## src/rtl/uart_rx.sv

```systemverilog
// uart_rx: 8N1 serial receiver with a 2-flop input synchronizer and mid-bit
// sampling. Each good frame is placed in a valid/ready holding register.
// Frame errors and overruns are reported as one-cycle pulses.
module uart_rx #(
  parameter int CLK_FREQ   = 100000000,
  parameter int BAUD       = 921600,
  parameter int DATA_WIDTH = 8
) (
  input  logic                  clk,
  input  logic                  res,
  input  logic                  rx,
  output logic [DATA_WIDTH-1:0] data,
  output logic                  valid,
  input  logic                  ready,
  output logic                  busy,
  output logic                  frame_err,
  output logic                  overrun
);

  localparam int CLKS_PER_BIT = CLK_FREQ / BAUD;
  localparam int HALF         = CLKS_PER_BIT / 2;
  localparam int CNT_W        = $clog2(CLKS_PER_BIT);
  localparam int IDX_W        = (DATA_WIDTH > 1) ? $clog2(DATA_WIDTH) : 1;

  localparam logic [CNT_W-1:0] CNT_HALF = CNT_W'(HALF - 1);
  localparam logic [CNT_W-1:0] CNT_LAST = CNT_W'(CLKS_PER_BIT - 1);
  localparam logic [CNT_W-1:0] CNT_ONE  = CNT_W'(1);
  localparam logic [IDX_W-1:0] IDX_LAST = IDX_W'(DATA_WIDTH - 1);
  localparam logic [IDX_W-1:0] IDX_ONE  = IDX_W'(1);

  // The mid-bit sampling scheme needs at least a few clocks per bit.
  if (CLKS_PER_BIT < 4) begin : g_cfg_check
    $error("uart_rx: CLKS_PER_BIT must be at least 4");
  end

  typedef enum logic [2:0] {
    ST_IDLE  = 3'd0,
    ST_START = 3'd1,
    ST_DATA  = 3'd2,
    ST_STOP  = 3'd3,
    ST_BREAK = 3'd4
  } state_e;

  logic                  rx_meta_q;
  logic                  rx_sync_q;
  logic                  rx_s;
  state_e                state_q,     state_d;
  logic [CNT_W-1:0]      cnt_q,       cnt_d;
  logic [IDX_W-1:0]      idx_q,       idx_d;
  logic [DATA_WIDTH-1:0] shift_q,     shift_d;
  logic [DATA_WIDTH-1:0] data_q,      data_d;
  logic                  valid_q,     valid_d;
  logic                  busy_q,      busy_d;
  logic                  frame_err_q, frame_err_d;
  logic                  overrun_q,   overrun_d;

  assign rx_s = rx_sync_q;

  // Next-state logic: bit timing, data capture and holding-register handshake.
  always_comb begin
    state_d     = state_q;
    cnt_d       = cnt_q;
    idx_d       = idx_q;
    shift_d     = shift_q;
    data_d      = data_q;
    valid_d     = valid_q & ~ready;
    frame_err_d = 1'b0;
    overrun_d   = 1'b0;

    case (state_q)
      ST_IDLE: begin
        if (!rx_s) begin
          state_d = ST_START;
          cnt_d   = {CNT_W{1'b0}};
        end else begin
          state_d = ST_IDLE;
        end
      end

      ST_START: begin
        if (cnt_q == CNT_HALF) begin
          cnt_d = {CNT_W{1'b0}};
          idx_d = {IDX_W{1'b0}};
          // A high line at mid-start-bit is treated as a glitch.
          if (rx_s) begin
            state_d = ST_IDLE;
          end else begin
            state_d = ST_DATA;
          end
        end else begin
          cnt_d = cnt_q + CNT_ONE;
        end
      end

      ST_DATA: begin
        if (cnt_q == CNT_LAST) begin
          shift_d[idx_q] = rx_s;
          cnt_d          = {CNT_W{1'b0}};
          idx_d          = idx_q + IDX_ONE;
          if (idx_q == IDX_LAST) begin
            state_d = ST_STOP;
          end else begin
            state_d = ST_DATA;
          end
        end else begin
          cnt_d = cnt_q + CNT_ONE;
        end
      end

      ST_STOP: begin
        if (cnt_q == CNT_LAST) begin
          cnt_d = {CNT_W{1'b0}};
          if (rx_s) begin
            // Leave at mid-stop-bit so a back-to-back start edge is not missed.
            state_d = ST_IDLE;
            if (!valid_q || ready) begin
              data_d  = shift_q;
              valid_d = 1'b1;
            end else begin
              overrun_d = 1'b1;
            end
          end else begin
            frame_err_d = 1'b1;
            state_d     = ST_BREAK;
          end
        end else begin
          cnt_d = cnt_q + CNT_ONE;
        end
      end

      ST_BREAK: begin
        // A line held low must return high before a new start bit is accepted.
        if (rx_s) begin
          state_d = ST_IDLE;
        end else begin
          state_d = ST_BREAK;
        end
      end

      default: begin
        state_d = ST_IDLE;
        cnt_d   = {CNT_W{1'b0}};
        idx_d   = {IDX_W{1'b0}};
      end
    endcase

    busy_d = (state_d != ST_IDLE);
  end

  // State, synchronizer and registered outputs.
  always_ff @(posedge clk or posedge res) begin
    if (res) begin
      rx_meta_q   <= 1'b1;
      rx_sync_q   <= 1'b1;
      state_q     <= ST_IDLE;
      cnt_q       <= {CNT_W{1'b0}};
      idx_q       <= {IDX_W{1'b0}};
      shift_q     <= {DATA_WIDTH{1'b0}};
      data_q      <= {DATA_WIDTH{1'b0}};
      valid_q     <= 1'b0;
      busy_q      <= 1'b0;
      frame_err_q <= 1'b0;
      overrun_q   <= 1'b0;
    end else begin
      rx_meta_q   <= rx;
      rx_sync_q   <= rx_meta_q;
      state_q     <= state_d;
      cnt_q       <= cnt_d;
      idx_q       <= idx_d;
      shift_q     <= shift_d;
      data_q      <= data_d;
      valid_q     <= valid_d;
      busy_q      <= busy_d;
      frame_err_q <= frame_err_d;
      overrun_q   <= overrun_d;
    end
  end

  assign data      = data_q;
  assign valid     = valid_q;
  assign busy      = busy_q;
  assign frame_err = frame_err_q;
  assign overrun   = overrun_q;

endmodule

```

## config.mk

```make
export PLATFORM = sky130hd
export DESIGN_NAME = uart_rx
export DESIGN_NICKNAME = d
export VERILOG_FILES = /design/src/rtl/uart_rx.sv
export SDC_FILE = /design/constraint.sdc
export NUM_CORES = 1
export LEC_CHECK = 0
export CELL_PAD_IN_SITES_DETAIL_PLACEMENT = 0
export CELL_PAD_IN_SITES_GLOBAL_PLACEMENT = 1
export CORE_UTILIZATION = 44
export DETAILED_ROUTE_END_ITERATION = 10
export PLACE_DENSITY_LB_ADDON = 0.1
export SYNTH_ARGS = -nofsm -noshare
export SYNTH_HDL_FRONTEND = slang
export SYNTH_SLANG_ARGS = --single-unit
```

## constraint.sdc

```tcl
create_clock -name clk -period 2.3 [get_ports clk]
set_clock_uncertainty 0.1 [all_clocks]
set_input_delay 0.46 -clock clk [delete_from_list [all_inputs] [get_ports clk]]
set_output_delay 0.46 -clock clk [all_outputs]
set_load 0.005 [all_outputs]
```

==> results of run 1 <==
==> synthesized netlist by cell type (2+ instances only) <==
cell type	instances
a211oi_1	2
nor4_1	6
ha_1	4
and2_1	3
nand4_1	5
mux2i_1	2
nor2_1	13
nand2b_1	2
nand2_1	12
dfstp_2	2
buf_4	2
xnor2_1	4
dfrtp_1	33
nand3_1	5
inv_1	7
nor2b_1	2
mux2_2	16
a21oi_1	4
nor3_1	3
o31ai_1	3
==> area by class of cell <==
| class | count | area [um^2] |
|---|---|---|
| Fill cell | 305 | 1490 |
| Tap cell | 46 | 57.6 |
| Timing Repair Buffer | 19 | 180 |
| Multi-Input combinational cell | 100 | 719 |
| Clock inverter | 3 | 43.8 |
| Sequential cell | 35 | 878 |
| Inverter | 7 | 26.3 |
| Clock buffer | 5 | 68.8 |
==> worst reg2reg max path: stages, from the launching register on <==
cell and delay [ps]:
dfrtp_1 420, inv_1 80, ha_1 130, nand4_1 110, or3_4 360, a221o_2 420, mux2_4 310
==> power by group through the flow <==
stage	clock, uW	sequential (uW)	combinational, uW
finish	549	622	20.8
global route	600	622	24.0
CTS	563	622	22.0
detailed placement	0	634	21.7
global placement	0	634	21.3
floorplan	0	631	13.5
==> metal layers <==
metal	vias to the layer above	share of wire [%]	GRT usage, %
met2	28	45	27.1
met4	0	1.4	6.25
met1	547	49	24.1
met3	5	3.6	5.43
met5	-	0	0
li1	562	-	-
==> state kept, by name (all words and copies together) (netlist names) <==
signal and cells:
data 8, shift_q 8, valid 1, rx_meta_q 1, state_q 3, busy 1
rx_s 1, cnt_q 7, idx_q 3, frame_err 1, overrun 1
==> path summary, 6_finish.rpt <==
kind	from	endpoint	slack (ps)	depth (start not counted)
worst max-delay path	cnt_q[1]$_DFFE_PP0P_	idx_q[0]$_DFFE_PP0P_	270	6
worst min-delay path	rx_meta_q$_DFF_PP1_	rx_s$_DFF_PP1_	260	0
worst max register to register	cnt_q[1]$_DFFE_PP0P_	idx_q[0]$_DFFE_PP0P_	270	6
worst min register to register	rx_meta_q$_DFF_PP1_	rx_s$_DFF_PP1_	260	0
max in group asynchronous	res	rx_meta_q$_DFF_PP1_	1290	3
min in group asynchronous	res	shift_q[0]$_DFFE_PP0P_	470	3
==> metrics by stage <==
stage,area [um^2],worst slack (ps)
after global placement,1860,291
after detailed placement,1860,270
after floorplan,1660,374
final,1970,274
after CTS,1970,266
after global routing,1970,107
==> cell usage in the layout (no fill, tap or decap), drive strengths merged, types with 2 or more instances in the layout <==
cell | synthesis | layout
mux2i | 2 | 2
nand3 | 5 | 5
and2 | 3 | 3
a211oi | 2 | 2
nor2b | 2 | 2
dfstp | 2 | 2
nand4 | 5 | 5
clkbuf | 2 | 5
ha | 4 | 4
o31ai | 3 | 3
nor3 | 3 | 3
clkdlybuf4s50 | 0 | 15
nor2 | 13 | 13
nand2 | 13 | 13
xnor2 | 4 | 4
clkinv | 0 | 2
mux2 | 17 | 17
dfrtp | 33 | 33
nor4 | 6 | 6
buf | 4 | 4
a21oi | 4 | 4
inv | 7 | 7
nand2b | 2 | 2
==> cell families (layout without fill, tap and decap cells) <==
group | Yosys count | in the layout | share of synthesized area [%]
and+or+nand+nor | 57 | 57 | 18.1
DFF | 35 | 35 | 52.8
muxes | 19 | 19 | 12.9
AOI/OAI and AO/OA | 15 | 15 | 6.54
buffers and inverters | 13 | 34 | 3.98
xor gates and xnor gates | 5 | 5 | 2.63
adders and majority gates | 4 | 4 | 3.01
==> out/results.txt, run 1 <==
Sw frac - 20.5%
CP max FO - 4
Crit end category - register
Buf/Inv on CP - 1
Hold Vio Cnt, Final - 0
Fmax - 494 MHz
Die Area - 4030 um^2
Share of layout cells above drive strength 1 - 21.3%
Row Count - 21
Mapped Cells - 148
Ys flop type - dfrtp_1
Largest net degree at the start of global routing - 36
Psw - 244 uW
CP peak stage delay - 420 ps
Power Density - 604 nW/um^2
H-tree depth - 2
Rel. slew slack - 71.3%
Die Y - 63.5 um
Period minus WS final - 2030 ps
Post-CTS Hold Fix Bufs - 0
I/O pin count - 16
Worst skew pair latency - 290 ps
Post-DR wirelength/cell - 14.4 um
Max VDD drop - 0.453 mV
Cts bufs inserted - 5
CTS clk-pin slew, worst paths - 80 ps
CTS max path bufs - 2
Fin Setup TNS - 0 ps
Finished Layout Cells - 215
Post-synthesis cell area - 1660 um^2
Mapped Avg Cell Area - 11.2 um^2
I/O Buffers - 15
Logic pwr share - 1.7%
Initial antenna violation count - 0
Core box area - 3470 um^2
Worst setup SP type - register
Starting Density - 48.0%
Detailed-placement wirelength estimate - 2160 um
Gpl congestion - 0.774
Leakage - 0.000903 uW
Worst Hold Class - reg -> reg
Share of the synthesized area in the top cell type - 49.6%
TritonCTS clock tree - done
Nets - 176
Max cap viols - 0
Synth cell types - 38
# resized after CTS - 0
DRC - 0
Clock Power Share - 46.1%
Grt ovf - 0
CP required - 2380 ps
Sink Count - 35
Post-synthesis register bit count - 35
Worst-Margin Slew - 431 ps
Via count - 1142
Postcts setup bufs - 0
Clk root buf - clkbuf_8
Seq pwr share - 52.2%
Syn_nets - 156
Slew Viols, Final - 0
Sequential share of the synthesized area - 52.8%
Yosys warns - 0
Delay-heaviest family, CP - simple AND/OR/NAND/NOR gates
Final hold slack - 259 ps
Critical-path top delay cell - dfrtp_1
Via density - 5.31
Diode count - 0
Total Wirelength - 3090 um
Setup CP Type - reg -> reg
Final Power - 1190 uW
Overall routing resource usage - 17.9%
Crit-path cells - inv_1, ha_1, nand4_1, or3_4, a221o_2, mux2_4
Vias in the first global route - 1138
Util after Layout - 56.9%
Int Power - 948 uW
Biggest area consumer among synthesized cells - dfrtp_1
Setup violators final - 0
Async set-reset flop share out of synthesis - 100%
RSZ-0062 raised after global routing - no
Initial DRC count - 29
First-pass DRT Iterations - 5
Die width - 63.5 um
Layout area overhead - 18.6%
Status - completed
Crit share post-route - 88.1%
Worst Path Arrival - 2110 ps
Global-route wire length before repair - 5440 um
Post-Place Cells - 207
Synth area leaders - dfrtp_1, mux2_2, dfstp_2
Number of synthesized flops with an enable pin - 0
Detail Route Antenna Nets - 0
(Power assumes the default switching activity.)
==> run 2: changes to the inputs <==
--- a/config.mk
+++ b/config.mk
@@ -9,6 +9,7 @@
 export CELL_PAD_IN_SITES_GLOBAL_PLACEMENT = 1
 export CORE_UTILIZATION = 44
 export DETAILED_ROUTE_END_ITERATION = 10
+export GPL_TIMING_DRIVEN = 0
 export PLACE_DENSITY_LB_ADDON = 0.1
 export SYNTH_ARGS = -nofsm -noshare
 export SYNTH_HDL_FRONTEND = slang
==> out/results.txt, run 2 (synthesized netlist as in run 1, its figures left out) <==
Status - completed
Grt ovf - 0
RSZ-0062 raised after global routing - no
Final hold slack - 257 ps
H-tree depth - 2
Worst Path Arrival - 2150 ps
Finished Layout Cells - 217
Slew Viols, Final - 0
Postcts setup bufs - 0
First-pass DRT Iterations - 4
DRC - 0
Hold Path Origin - rx_meta_q$_DFF_PP1_
Crit end category - register
CP required - 2370 ps
Hold endpoint - rx_s$_DFF_PP1_
Initial DRC count - 40
Setup violators final - 0
Setup CP Type - reg -> reg
Fmax - 481 MHz
Final Power - 1190 uW
Detail Route Antenna Nets - 0
Diode count - 0
R2R depth - 6
Gpl congestion - 0.785
FF-to-FF Start - cnt_q[0]$_DFFE_PP0P_
Hold Vio Cnt, Final - 0
Post-CTS Hold Fix Bufs - 0
Row Count - 21
Initial antenna violation count - 0
I/O Buffers - 15
Rel. slew slack - 53.4%
Die width - 63.5 um
Cts bufs inserted - 5
TritonCTS clock tree - done
CTS clk-pin slew, worst paths - 70 ps
Max VDD drop - 0.430 mV
Worst skew pair latency - 280 ps
Via count - 1153
Reg-to-Reg End - shift_q[5]$_DFFE_PP0P_
FILL cells - 314
Post-Place Cells - 209
Sink Count - 35
Nets - 178
Starting Density - 48.0%
Overall routing resource usage - 17.9%
Die Area - 4030 um^2
Post-DR wirelength/cell - 14.0 um
Clk root buf - clkbuf_8
Period minus WS final - 2080 ps
Leading cell type in the layout, fill and taps excluded - dfrtp_1
Worst setup SP type - register
Setup crit start - cnt_q[0]$_DFFE_PP0P_
Power Density - 597 nW/um^2
Core box area - 3470 um^2
# resized after CTS - 0
Hold Path Stages - 0
Vias in the first global route - 1161
CTS max path bufs - 2
Worst-Margin Slew - 698 ps
Worst Hold Class - reg -> reg
Fin Setup TNS - 0 ps
Most frequent cells in the layout - dfrtp_1, mux2_2, clkdlybuf4s50_1
Detailed-placement wirelength estimate - 2150 um
Util after Layout - 57.4%
Max cap viols - 0
Die Y - 63.5 um
Share of layout cells above drive strength 1 - 22.8%
Layout area overhead - 19.6%
Leakage - 0.000909 uW
Crit share post-route - 90.3%
Largest net degree at the start of global routing - 36
Total Wirelength - 3030 um
I/O pin count - 16
Global-route wire length before repair - 5530 um
Slack of the worst reg-to-reg path - 220 ps
CP max FO - 9
Via density - 5.31
==> run 2: through the flow <==
stage               area [um^2]  setup WS (ps)
finish                     1990            222
global route               1990           51.6
CTS                        1980            128
detailed placement         1870            163
global placement           1870            176
floorplan                  1660            374
==> run 2: metal layers <==
layer  vias up  GRT usage (%)  wire, um
li1        571              -         -
met1       557           24.8      1550
met2        19           26.9      1340
met3         6           4.89        91
met4         0           5.97        47
met5         -              0         0
==> run 2: report_power, final <==
group	switching [uW]	internal, uW	total [uW]
clock	224	322	546
sequential	1.66	618	620
combinational	16.1	6.29	22.4
total	242	947	1190
==> run 2: how the worst max path moves through the flow <==
stage | endpoint | slack (ps)
2_1_floorplan | idx_q[0]$_DFFE_PP0P_ | 370
3_3_place_gp | cnt_q[4]$_DFFE_PP0P_ | 180
3_5_place_dp | cnt_q[4]$_DFFE_PP0P_ | 160
4_1_cts | cnt_q[4]$_DFFE_PP0P_ | 130
5_1_grt | shift_q[4]$_DFFE_PP0P_ | 50
6_report | shift_q[5]$_DFFE_PP0P_ | 220
==> run 2: worst max-delay path: stages (launching register included) <==
cell	delay, ps
dfrtp_1	430
ha_1	240
and2_1	140
clkbuf_2	170
nand2_2	160
nor4_1	350
mux2_2	370
==> run 2: area by class of cell <==
type | instances | area [um^2] | area share [%]
clock inverter | 3 | 43.8 | 2.20
clock buffer | 5 | 68.8 | 3.46
sequential | 35 | 878 | 44.1
inverter | 7 | 26.3 | 1.32
buffer | 6 | 40.0 | 2.01
tap | 46 | 57.6 | 2.89
timing repair buffer | 15 | 150 | 7.54
multi-input combinational | 100 | 726 | 36.5
